`src/rtl/serial_subtractor_pkg.sv`:
```
// Shared definitions for the bit-serial subtractor: FSM encodings and sizing helpers.
package serial_subtractor_pkg;

  // Encoding 2'd3 is never produced; the FSM treats it as IDLE.
  typedef enum logic [1:0] {
    S_IDLE = 2'd0,
    S_BUSY = 2'd1,
    S_DONE = 2'd2
  } state_e;

  function automatic int cnt_width(input int w);
    return (w > 1) ? $clog2(w) : 1;
  endfunction

endpackage

```
`src/rtl/serial_subtractor_full_subtractor.sv`:
```
// One-bit full subtractor: d = a - b - bin, with borrow out.
module full_subtractor (
  input  logic a,
  input  logic b,
  input  logic bin,
  output logic d,
  output logic bout
);

  assign d    = a ^ b ^ bin;
  assign bout = (~a & b) | (~(a ^ b) & bin);

endmodule

```
`src/rtl/serial_subtractor.sv`:
```
// Bit-serial WIDTH-bit subtractor (LSB first) behind a start/ready/done handshake.
module serial_subtractor
  import serial_subtractor_pkg::*;
#(
  parameter int WIDTH = 8
) (
  input  logic             clk,
  input  logic             rst,
  input  logic             start,
  input  logic [WIDTH-1:0] A,
  input  logic [WIDTH-1:0] B,
  input  logic             Bin,
  output logic             ready,
  output logic             busy,
  output logic             done,
  output logic [WIDTH-1:0] D,
  output logic             Bout
);

  localparam int            CW       = cnt_width(WIDTH);
  localparam logic [CW-1:0] CNT_LAST = CW'(WIDTH - 1);

  state_e           state;
  logic [WIDTH-1:0] a_sh;
  logic [WIDTH-1:0] b_sh;
  logic [WIDTH-1:0] res_sh;
  logic [WIDTH-1:0] res_next;
  logic [CW-1:0]    cnt;
  logic             borrow;
  logic             fs_d;
  logic             fs_bout;
  logic             done_q;

  full_subtractor u_fs (
    .a    (a_sh[0]),
    .b    (b_sh[0]),
    .bin  (borrow),
    .d    (fs_d),
    .bout (fs_bout)
  );

  // New difference bit enters at the MSB so that after WIDTH shifts bit 0 sits at D[0].
  always_comb begin
    res_next            = res_sh >> 1;
    res_next[WIDTH-1]   = fs_d;
  end

  always_ff @(posedge clk) begin
    if (rst) begin
      state  <= S_IDLE;
      a_sh   <= '0;
      b_sh   <= '0;
      res_sh <= '0;
      borrow <= 1'b0;
      cnt    <= '0;
      D      <= '0;
      Bout   <= 1'b0;
      done_q <= 1'b0;
    end else begin
      done_q <= 1'b0;
      case (state)
        S_BUSY: begin
          a_sh   <= a_sh >> 1;
          b_sh   <= b_sh >> 1;
          res_sh <= res_next;
          borrow <= fs_bout;
          cnt    <= cnt + CW'(1);
          if (cnt == CNT_LAST) begin
            state  <= S_DONE;
            D      <= res_next;
            Bout   <= fs_bout;
            done_q <= 1'b1;
          end
        end
        // IDLE, DONE and the unused encoding all accept a new operation.
        default: begin
          if (start) begin
            state  <= S_BUSY;
            a_sh   <= A;
            b_sh   <= B;
            borrow <= Bin;
            cnt    <= '0;
          end else begin
            state  <= S_IDLE;
          end
        end
      endcase
    end
  end

  assign ready = (state != S_BUSY);
  assign busy  = (state == S_BUSY);
  assign done  = done_q;

endmodule

```
`config.mk`:
```
export PLATFORM = sky130hd
export DESIGN_NAME = serial_subtractor
export DESIGN_NICKNAME = d
export VERILOG_FILES = /design/src/rtl/serial_subtractor_pkg.sv /design/src/rtl/serial_subtractor_full_subtractor.sv /design/src/rtl/serial_subtractor.sv
export SDC_FILE = /design/constraint.sdc
export NUM_CORES = 1
export LEC_CHECK = 0
export BUFFER_PORTS_ARGS = -buffer_cell sky130_fd_sc_hd__buf_2
export CAP_MARGIN = 20
export CORE_MARGIN = 2
export CORE_UTILIZATION = 26
export CTS_CLUSTER_SIZE = 30
export DETAILED_ROUTE_END_ITERATION = 8
export PLACE_DENSITY = 0.49
export SLEW_MARGIN = 40
export SYNTH_ARGS = -nofsm -noshare
export SYNTH_HDL_FRONTEND = slang
export SYNTH_SLANG_ARGS = --single-unit
```
`constraint.sdc`:
```
create_clock -name clk -period 1.9 [get_ports clk]
set_clock_uncertainty 0.05 [all_clocks]
set_input_delay 0.095 -clock clk [delete_from_list [all_inputs] [get_ports clk]]
set_output_delay 0.095 -clock clk [all_outputs]
set_load 0.01 [all_outputs]
```
# Word-level counts from Yosys, hierarchy flattened

Index checks and enable logic that the tools add are counted.

Word-level logic and storage cells: 40
Flip-flop bits (word level): 40

Add/subtract/negate cells: 1
Reduce and logical (&&, ||, !) cells: 4
Equal/unequal tests: 4
Mux-type cells: 12
Bitwise logic cells: 8

Operators by type and width:

| kind                                                   | count |
|---|---|
| 2-to-1 mux 7 bit                                       | 4 |
| 2-to-1 mux 3 bit                                       | 2 |
| 2-to-1 mux 1 bit                                       | 4 |
| 2-to-1 mux 2 bit                                       | 2 |
| inequality test 2 x 1 -> 1 bit (second input constant) | 2 |
| OR reduction 2 bit                                     | 2 |
| adder 3 x 1 -> 3 bit (second input constant)           | 1 |
| == test 3 bit (second input constant)                  | 1 |
| NOT 1 bit                                              | 3 |
| bitwise AND 1 bit                                      | 2 |
| == test 2 x 1 -> 1 bit (second input constant)         | 1 |
| AND reduction 2 bit                                    | 1 |
| nonzero test 2 bit                                     | 1 |
| bitwise XOR 1 bit                                      | 2 |
| bitwise OR 1 bit                                       | 1 |

# Longest topological paths before layout

Depth in word-level cells: 5
Depth in mapped cells: 6
Mapped depth without buffers: 5

# Hierarchy

A second synthesis with hierarchy kept.

Cell total of the unflattened synthesis: 172
Area, all modules: 1666.6 µm²

By module, submodules not included:

| module            | cells an instance | instances | area an instance (µm²) | sequential area each (µm²) |
|---|---|---|---|---|
| serial_subtractor | 168               | 1         | 1635.3                 | 780.7 |
| full_subtractor   | 4                 | 1         | 31.3                   | 0.0 |

# Worst setup path before layout

Ideal clock, no wire load.

Path type: register to register
Start point: reg cnt[0]
End point: reg Bout
Cell stages (with the launch flop): 6
Data arrival time: 1.180 ns
Library setup time: 0.086 ns
Path buffers: 1
Setup slack: 0.585 ns
Path through: dfxtp_1 ha_1 ha_1 and3b_1 buf_2 a211oi_1

Longest elaborated chain between the ends: 2

Ends and longest elaborated chain:

| element                              | RTL line                | text |
|---|---|---|
| start: declaration                   | serial_subtractor.sv:28 | `logic [CW-1:0] cnt;` |
| start signal: assignment             | serial_subtractor.sv:67 | `cnt <= cnt + CW'(1);` |
| == test 3 bit                        | serial_subtractor.sv:68 | `if (cnt == CNT_LAST) begin` |
| AND reduction 2 bit (no source line) | --                      |  |
| end signal: assignment               | serial_subtractor.sv:71 | `Bout <= fs_bout;` |
| end: declaration                     | serial_subtractor.sv:17 | `output logic Bout` |

No other way between the ends.
A chain may end at the register's enable or synchronous reset.

# Worst setup path in the final report

Start point: reg state[1]
End point: out busy

Longest elaborated chain between the ends: 1

Ends and longest elaborated chain:

| element                  | RTL line                | text |
|---|---|---|
| start: declaration       | serial_subtractor.sv:23 | `state_e state;` |
| start signal: assignment | serial_subtractor.sv:50 | `state <= S_IDLE;` |
| start signal: assignment | serial_subtractor.sv:69 | `state <= S_DONE;` |
| start signal: assignment | serial_subtractor.sv:78 | `state <= S_BUSY;` |
| == test 2 x 1 -> 1 bit   | serial_subtractor.sv:92 | `assign busy = (state == S_BUSY);` |
| end: declaration         | serial_subtractor.sv:14 | `output logic busy,` |

No other way between the ends.

==> reports/results.ini <==
[run_status]
outcome=finished clean

[power]
p_per_area_nw_per_um2=857.2
pwr-share-clk_pct=34.5
p_sw_mw=0.3948
total_leakage_power_nw=0.7635
seq_power_share_pct=55.4
switching_share_pct=25.07
comb_power_share_pct=10.2
intPower_mw=1.180
vdd_drop_max_v=0.0003907

[routing]
met2_length_um=1270
ant_nets=0
route.detailed.wl_per_inst_um=11.58
vias_per_cell=4.361
dr.first_iter.drc_count=48
wl_met1_um=1721
drt_wl_total_um=3172
vias=1195
dr.max_layer_used=met4
met3_length_um=150
drc=0
dr.pass1.iters=4

[synth]
synth_xor_area_share_pct=0
synth.distinct_cells=22
syn_area_um2=1570
yosysWarnings=0
synth_top_family_by_area=simple AND/OR/NAND/NOR gates
synthSimpleGateAreaFrac_pct=16.10
ys_ff_latch=39
yosysSeqAreaShare_pct=49.72
synth_fp_nets=194
syn_avg_cell_area_um2=9.183
synth_cells=171
synth_compound_area_share_pct=14.66
synth_mux_area_share_pct=10.20
synthAdderAreaFrac_pct=2.869

[global_routing]
grt_pass1_wl_um=5264
grt_max_degree=40
antenna_found_initial=0
overflow=0
grtUsageTotal_pct=10.18
grt_pass1_vias=1131

[timing]
hold_viol_final=0
final_max_slew_viol_count=0
relSlewSlack_pct=51.15
worst_pin_slew_ns=0.7327
hold-worst-slack_ns=0.05451
rsz0062_at_grt=false
max_freq_mhz=619.7
fin_crit_ns=1.614
tns_ns=0
setup_slack_ns=0.2863
setup_viol=0
fin_crit_sh_pct=84.93

[floorplan]
dieArea_um2=6677
rows=28
fp.coreArea_um2=5886
die_h_um=81.72
fp.dieW_um=81.72
io_pins=32
initial_utilization_pct=26.68

[clock_network]
root_buffer=clkbuf_8
cts_tree=built
clkTransAtPathRegs_ns=0.08
cts_sinks=39
cts_buffers=5
ctsLongestPathBuffers=2
cts_hold_buf=0
cts_setup_buffers=0
insertion_delay_ns=0.28
htree_levels=2
cts_resized=0

[placement]
port_buffers=31
place_hpwl_um=2093
dpl_worst_slack_ns=0.4299
finalWeightedCongestion=0.7061
placed_area_um2=1752

[hold_path]
hp-class=input pin to register
min_path_cells=3

[worst_setup_path]
worstSetupPathType=register to output port
cp.required_ns=1.75
r2r_start=cnt[0]$_SDFFE_PP0P_
critical_path_peak_fanout=15
worstSetupEndpointType=output port
startpoint=state[1]$_SDFFE_PP0P_
endpoint=busy
cp.arrival_ns=1.47
worstReg2RegEnd=state[0]$_SDFFE_PP0P_
r2r_slack_ns=0.45
startpoint_type=register
reg2regPathDepth=5

[final_layout]
drive_above_1_share_pct=21.61
nNetsFinal=221
antenna_cells=0
syn_to_final_growth_pct=16.97
fin_area_um2=1837

[run]
drv_cap=0

[Yosys cell counts]
| library cell | n | area (um^2) |
|---|---|---|
| buf_1 | 1 | 3.750 |
| nand3b_1 | 4 | 30.03 |
| inv_1 | 2 | 7.510 |
| o21a_1 | 1 | 7.510 |
| a211oi_1 | 15 | 112.6 |
| nand2b_1 | 2 | 12.51 |
| inv_2 | 1 | 3.750 |
| dfxtp_1 | 39 | 780.8 |
| nor3_1 | 2 | 10.01 |
| buf_2 | 6 | 30.03 |
| buf_6 | 3 | 33.78 |
| a221oi_2 | 1 | 15.01 |
| and3b_1 | 1 | 8.760 |
| buf_4 | 2 | 15.01 |
| a21oi_1 | 18 | 90.09 |
| clkbuf_1 | 2 | 7.510 |
| o21ai_0 | 1 | 5.000 |
| fa_1 | 1 | 20.02 |
| nor2_1 | 18 | 67.56 |
| nand2_1 | 33 | 123.9 |
| ha_1 | 2 | 25.02 |
| mux2i_1 | 16 | 160.2 |
[cells in the final DEF, fill, tap and decap left out, types with 2 or more instances in the layout]
master    netlist  routed
nor3_1          2       2
nor2_1         18      18
nand2_1        33      33
nand3b_1        4       4
inv_1           2       2
clkbuf_8        0       5
a211oi_1       15      15
ha_1            2       2
nand2b_1        2       2
mux2i_1        16      16
a21oi_1        18      18
buf_2           6      31
dfxtp_1        39      39
buf_4           2       3
[power groups by stage]
stage / registers [mW] / logic, mW / clock network (mW)
after floorplan: 0.887 / 0.124 / 0
after global placement: 0.892 / 0.162 / 0
after detailed placement: 0.891 / 0.163 / 0
after CTS: 0.872 / 0.163 / 0.567
after global routing: 0.878 / 0.182 / 0.598
final: 0.872 / 0.160 / 0.542
[per-layer routing]
layer | up-vias | track usage, %
li1 | 634 | -
met1 | 535 | 14.15
met2 | 24 | 14.92
met3 | 2 | 2.747
met4 | 0 | 4.000
met5 | - | 0
[worst max-delay path, stage by stage, from the launching register on]
cell and delay (ns):
dfxtp_1 0.32, nand2b_1 0.33, inv_2 0.34, buf_2 0.20
[state kept, by name, indices dropped and copies added (netlist names)]
signal,count
Bout,1
borrow,1
D,8
done,1
b_sh,8
res_sh,7
state,2
cnt,3
a_sh,8
[through the flow]
step	power (mW)	instances	utilization (%)
3_3_place_gp	1.054	266	29.76
6_report	1.575	274	31.21
5_1_grt	1.658	274	31.21
3_5_place_dp	1.054	266	29.76
2_1_floorplan	1.010	171	-
4_1_cts	1.602	274	31.21
[cell type report]
cell class | instances | area [um^2]
Clock buffer | 6 | 72.57
Clock inverter | 2 | 12.51
Fill cell | 656 | 4049
Inverter | 3 | 11.26
Multi-Input combinational cell | 115 | 688.2
Sequential cell | 39 | 780.7
Tap cell | 75 | 93.84
Timing Repair Buffer | 34 | 177.7
[how the worst min path moves through the flow]
stage                            to  from  slack, ns
2_1_floorplan   borrow$_SDFFE_PP0P_   Bin       0.20
3_3_place_gp   a_sh[7]$_SDFFE_PP0P_  A[7]       0.34
3_5_place_dp   a_sh[7]$_SDFFE_PP0P_  A[7]       0.35
4_1_cts         borrow$_SDFFE_PP0P_   Bin       0.05
5_1_grt         borrow$_SDFFE_PP0P_   Bin       0.06
6_report       b_sh[7]$_SDFFE_PP0P_  B[7]       0.05
[cells by family after synthesis]
kind of cell,after synthesis
fa+ha+maj,3
flops,39
mux,16
buf+inv,17
compound gates,36
simple gates,60
Power figures use the tool's default switching activity.
